$ cat config.mk
export PLATFORM = sky130hd
export DESIGN_NAME = quad_paddle_decoder
export DESIGN_NICKNAME = d
export VERILOG_FILES = /design/src/rtl/quad_paddle_decoder.sv
export SDC_FILE = /design/constraint.sdc
export NUM_CORES = 1
export LEC_CHECK = 0
export ABC_AREA = 1
export CAP_MARGIN = 20
export CORE_MARGIN = 4
export CORE_UTILIZATION = 40
export DETAILED_ROUTE_END_ITERATION = 6
export DONT_BUFFER_PORTS = 1
export PLACE_DENSITY = 0.55
export REMOVE_ABC_BUFFERS = 1
export SKIP_CTS_REPAIR_TIMING = 1
export SLEW_MARGIN = 20
export SYNTH_ARGS = -nofsm -noshare
export SYNTH_HDL_FRONTEND = slang
export SYNTH_SLANG_ARGS = --single-unit
$ cat constraint.sdc
create_clock -name clk -period 1.7 [get_ports clk]
set_input_delay 0.34 -clock clk [delete_from_list [all_inputs] [get_ports clk]]
set_output_delay 0.34 -clock clk [all_outputs]
set_load 0.01 [all_outputs]
$ cat src/rtl/quad_paddle_decoder.sv
// Quadrature paddle front end: synchroniser, per-channel stability filter, Gray decoder.
// Optional saturating illegal-transition counter enabled by QUAD_ERRCNT_EN.
module quad_paddle_decoder #(
    parameter int unsigned FILT_LEN = 4,
    parameter int unsigned POS_W    = 9,
    parameter int unsigned POS_MAX  = 511,
    parameter int unsigned POS_INIT = 0
) (
    input  logic             clk,
    input  logic             reset_n,
    input  logic             quadA,
    input  logic             quadB,
    output logic             quadA_clean,
    output logic             quadB_clean,
    output logic [POS_W-1:0] position,
    output logic             step_up,
    output logic             step_dn,
    output logic             illegal
`ifdef QUAD_ERRCNT_EN
    ,
    input  logic             err_clr,
    output logic [7:0]       err_count
`endif
);

    localparam int unsigned CW = $clog2(FILT_LEN) + 1;
    localparam int unsigned PW = $clog2(FILT_LEN + 3);
    localparam logic [CW-1:0]    FiltTop  = CW'(FILT_LEN - 1);
    localparam logic [PW-1:0]    PrimeTop = PW'(FILT_LEN + 1);
    localparam logic [POS_W-1:0] PosMax   = POS_W'(POS_MAX);
    localparam logic [POS_W-1:0] PosInit  = POS_W'(POS_INIT);

    localparam logic [0:0] ST_PRIME = 1'b0;
    localparam logic [0:0] ST_RUN   = 1'b1;

    // Bit 1 carries channel A, bit 0 channel B.
    logic [1:0]       meta_q, sync_q;
    logic [1:0]       clean_q, clean_d;
    logic [1:0]       prev_q, prev_d;
    logic [CW-1:0]    cnt_q [2];
    logic [CW-1:0]    cnt_d [2];
    logic [0:0]       state_q, state_d;
    logic [PW-1:0]    prime_q, prime_d;
    logic [POS_W-1:0] pos_q, pos_d;
    logic             up_q, up_d, dn_q, dn_d, ill_q, ill_d;
    logic [1:0]       changed;

    assign changed = prev_q ^ clean_q;

    always_comb begin
        state_d = state_q;
        prime_d = prime_q;
        clean_d = clean_q;
        prev_d  = clean_q;
        cnt_d   = cnt_q;
        pos_d   = pos_q;
        up_d    = 1'b0;
        dn_d    = 1'b0;
        ill_d   = 1'b0;
        if (state_q == ST_PRIME) begin
            // Track the pins directly so release never decodes a phantom edge.
            clean_d = sync_q;
            prev_d  = sync_q;
            cnt_d   = '{default: '0};
            if (prime_q == PrimeTop) begin
                state_d = ST_RUN;
            end else begin
                prime_d = prime_q + PW'(1);
            end
        end else begin
            for (int i = 0; i < 2; i++) begin
                if (sync_q[i] == clean_q[i]) begin
                    cnt_d[i] = '0;
                end else if (cnt_q[i] == FiltTop) begin
                    clean_d[i] = sync_q[i];
                    cnt_d[i]   = '0;
                end else begin
                    cnt_d[i] = cnt_q[i] + CW'(1);
                end
            end
            if (changed == 2'b11) begin
                ill_d = 1'b1;
            end else if (changed != 2'b00) begin
                if (prev_q[1] ^ clean_q[0]) begin
                    up_d = 1'b1;
                    if (pos_q != PosMax) pos_d = pos_q + POS_W'(1);
                end else begin
                    dn_d = 1'b1;
                    if (pos_q != '0) pos_d = pos_q - POS_W'(1);
                end
            end
        end
    end

    always_ff @(posedge clk or negedge reset_n) begin
        if (!reset_n) begin
            meta_q  <= '0;
            sync_q  <= '0;
            clean_q <= '0;
            prev_q  <= '0;
            cnt_q   <= '{default: '0};
            state_q <= ST_PRIME;
            prime_q <= '0;
            pos_q   <= PosInit;
            up_q    <= 1'b0;
            dn_q    <= 1'b0;
            ill_q   <= 1'b0;
        end else begin
            meta_q  <= {quadA, quadB};
            sync_q  <= meta_q;
            clean_q <= clean_d;
            prev_q  <= prev_d;
            cnt_q   <= cnt_d;
            state_q <= state_d;
            prime_q <= prime_d;
            pos_q   <= pos_d;
            up_q    <= up_d;
            dn_q    <= dn_d;
            ill_q   <= ill_d;
        end
    end

`ifdef QUAD_ERRCNT_EN
    logic [7:0] err_q;

    always_ff @(posedge clk or negedge reset_n) begin
        if (!reset_n) begin
            err_q <= '0;
        end else if (err_clr) begin
            err_q <= '0;
        end else if (ill_q && err_q != 8'hFF) begin
            err_q <= err_q + 8'd1;
        end
    end

    assign err_count = err_q;
`endif

    assign quadA_clean = clean_q[1];
    assign quadB_clean = clean_q[0];
    assign position    = pos_q;
    assign step_up     = up_q;
    assign step_dn     = dn_q;
    assign illegal     = ill_q;

endmodule
==> impl_metrics.env <==
export IMPL_syn_inst=199
export IMPL_cts_tree="built"
export IMPL_grt_pass1_wl_microns=6140
export IMPL_min_from="quadA"
export IMPL_drv_slew=0
export IMPL_path_clk_slew_ns=0.07
export IMPL_status="finished, violations left"
export IMPL_yosysWarnings=0
export IMPL_viasPerCell=5.05
export IMPL_path_class="register to register"
export IMPL_die_x_microns=71.3
export IMPL_grt_use_total_pct=15.5
export IMPL_rows=22
export IMPL_clock_sinks=30
export IMPL_htree_levels=2
export IMPL_cp_startpoint="clean_q[0]"
export IMPL_nFillCells=333
export IMPL_final_design_area_no_fill_sq_um=1970
export IMPL_synthMuxAreaShare_pct=0
export IMPL_synthArstFlopShare_pct=100
export IMPL_dieArea_sq_um=5090
export IMPL_crit_required_ns=1.87
export IMPL_place_area_sq_um=1710
export IMPL_finClkSkew_ns=0.00417
export IMPL_coreArea_sq_um=3770
export IMPL_rsz0062_at_grt="true"
export IMPL_routed_wl_microns=3650
export IMPL_root_buffer="clkbuf_8"
export IMPL_arrival_ns=1.89
export IMPL_drc=0
export IMPL_regArea_sq_um=752
export IMPL_synth_main_ff_cell="dfrtp_1"
export IMPL_multi_input_area_sq_um=828
export IMPL_dr_total_vias=1359
export IMPL_start_kind="register"
export IMPL_wl_per_cell_microns=13.6
export IMPL_antenna_found_initial=0
export IMPL_syn_area_sq_um=1600
export IMPL_synth_simple_gate_area_share_pct=30.0
export IMPL_diodes=0
export IMPL_drt_iter0_drc=48
export IMPL_fmax_ghz=0.582
export IMPL_area_growth_pct=22.9
export IMPL_hold_viol=0
export IMPL_finalCritPeriodShare_pct=101
export IMPL_cap_viol_max_count=0
export IMPL_die_h_microns=71.3
export IMPL_synth_fa_ha_area_share_pct=3.90
export IMPL_synth_xor_area_share_pct=6.01
export IMPL_gp_congestion=0.901
export IMPL_synth_edf_count=0
export IMPL_violations="setup timing"
export IMPL_slew_headroom_pct=76.7
export IMPL_synth_compound_area_share_pct=5.85
export IMPL_first_pass_iters=4
export IMPL_io_buffer_count=0
export IMPL_hpwl_microns=2530
export IMPL_clock_latency_ns=0.28
export IMPL_synth_top_family_by_area="simple AND/OR/NAND/NOR gates"
export IMPL_finalWorstSetupSlack_ns=-0.0185
export IMPL_grt_max_degree=31
export IMPL_worst_pin_slew_ns=0.346
export IMPL_ios=18
export IMPL_grt_pass1_vias=1352
export IMPL_period_needed_ns=1.72
export IMPL_cts_inserted_buffers=5
export IMPL_ys_seq_area_share_pct=46.8
export IMPL_setup_violations=3
export IMPL_crit_path_max_fanout=4
export IMPL_synth_seq_cells=30
export IMPL_hp_class="primary input to register"
export IMPL_endpoint_kind="register"
export IMPL_drive_gt1_share_pct=26.7
export IMPL_final_nets=229
export IMPL_ant_nets=0
export IMPL_avgSynthCellArea_sq_um=8.06
export IMPL_clock_path_buffers=2
export IMPL_start_util_pct=42.5
export IMPL_synth_distinct_cells=24
export IMPL_grt_overflow=0
export IMPL_r2r_start="clean_q[0]"
[final timing paths]
kind                          endpoint  depth (start not counted)  slack, ns
min                          meta_q[1]                          0       0.08
max                        position[4]                         13      -0.02
max reg2reg                position[4]                         13      -0.02
min in group asynchronous     cnt_q[4]                          2       0.51
min reg2reg                  sync_q[0]                          0       0.35
max in group asynchronous    prev_q[1]                          2       1.02
[routing by layer]
metal | GRT usage [%] | routed length (microns)
met1 | 17.9 | 1590
met2 | 25.2 | 1810
met3 | 6.03 | 173
met4 | 7.52 | 83
met5 | 0 | 0
[kinds of logic after synthesis]
kind of cell | count (synthesis)
compound gates | 15
xor+xnor | 11
fa+ha+maj | 5
buf+inv | 29
flops | 30
simple gates | 109
[cells in the final DEF (no fill, tap or decap), types with 4 or more instances in the layout]
master     n
o21ai_0    8
nor2_1    11
dfrtp_1   29
inv_1     21
clkbuf_8   6
xnor2_1    8
ha_1       4
buf_4     14
nand3_1   15
nand2_1   50
inv_2      5
nand2_2   15
[flip-flops by register name, summed over array words and instances, names as in the netlist]
name	cells
clean_q	2
cnt_q	6
illegal	1
meta_q	2
position	9
prev_q	2
prime_q	3
state_q	1
step_dn	1
step_up	1
sync_q	2
[critical path: stages, from the launching register on]
cell and delay, ns:
dfrtp_1 0.43, inv_2 0.14, nand2_4 0.08, nand3_2 0.09
nand2_1 0.06, inv_1 0.05, ha_2 0.17, inv_2 0.03
nand2_2 0.07, nand3_2 0.08, nand2_2 0.10, buf_4 0.13
xnor2_2 0.10, o21ai_1 0.07
[layout make-up]
type / instances / share of cell area [%]
clock buffer: 6 / 4.19
timing repair buffer: 16 / 6.85
multi-input combinational: 140 / 42.0
tap: 48 / 3.05
sequential: 30 / 38.1
clock inverter: 2 / 0.635
inverter: 27 / 5.14
[synthesized netlist by cell type (2+ instances only)]
cell / n / area [sq um]
xnor2_1: 10 / 87.6
dfrtp_1: 30 / 751
inv_1: 25 / 93.8
o21ai_1: 3 / 15.0
nor3_1: 3 / 15.0
or2_2: 2 / 12.5
nand2_2: 7 / 43.8
nor2_1: 11 / 41.3
a21oi_1: 2 / 10.0
ha_1: 5 / 62.6
nand4_1: 3 / 18.8
o21ai_0: 8 / 40.0
nand3_1: 18 / 90.1
nand2_1: 62 / 233
[per-stage QoR]
| stage | std cells | TNS [ns] | utilization (%) | hold slack [ns] | worst slack (ns) |
|---|---|---|---|---|---|
| after floorplan | 197 | -0.0251 | - | 0.0444 | -0.0164 |
| after global placement | 253 | 0 | 45.2 | 0.0453 | 0.0574 |
| after detailed placement | 253 | -0.135 | 45.2 | 0.0451 | -0.0691 |
| after CTS | 261 | -0.165 | 47.7 | -0.260 | -0.0891 |
| after global routing | 269 | -0.487 | 52.3 | 0.0577 | -0.150 |
| final | 269 | -0.0368 | 52.3 | 0.0840 | -0.0185 |
Power is not shown: default switching activity piles up to over one toggle a cycle in this logic, so the estimate is an artifact.
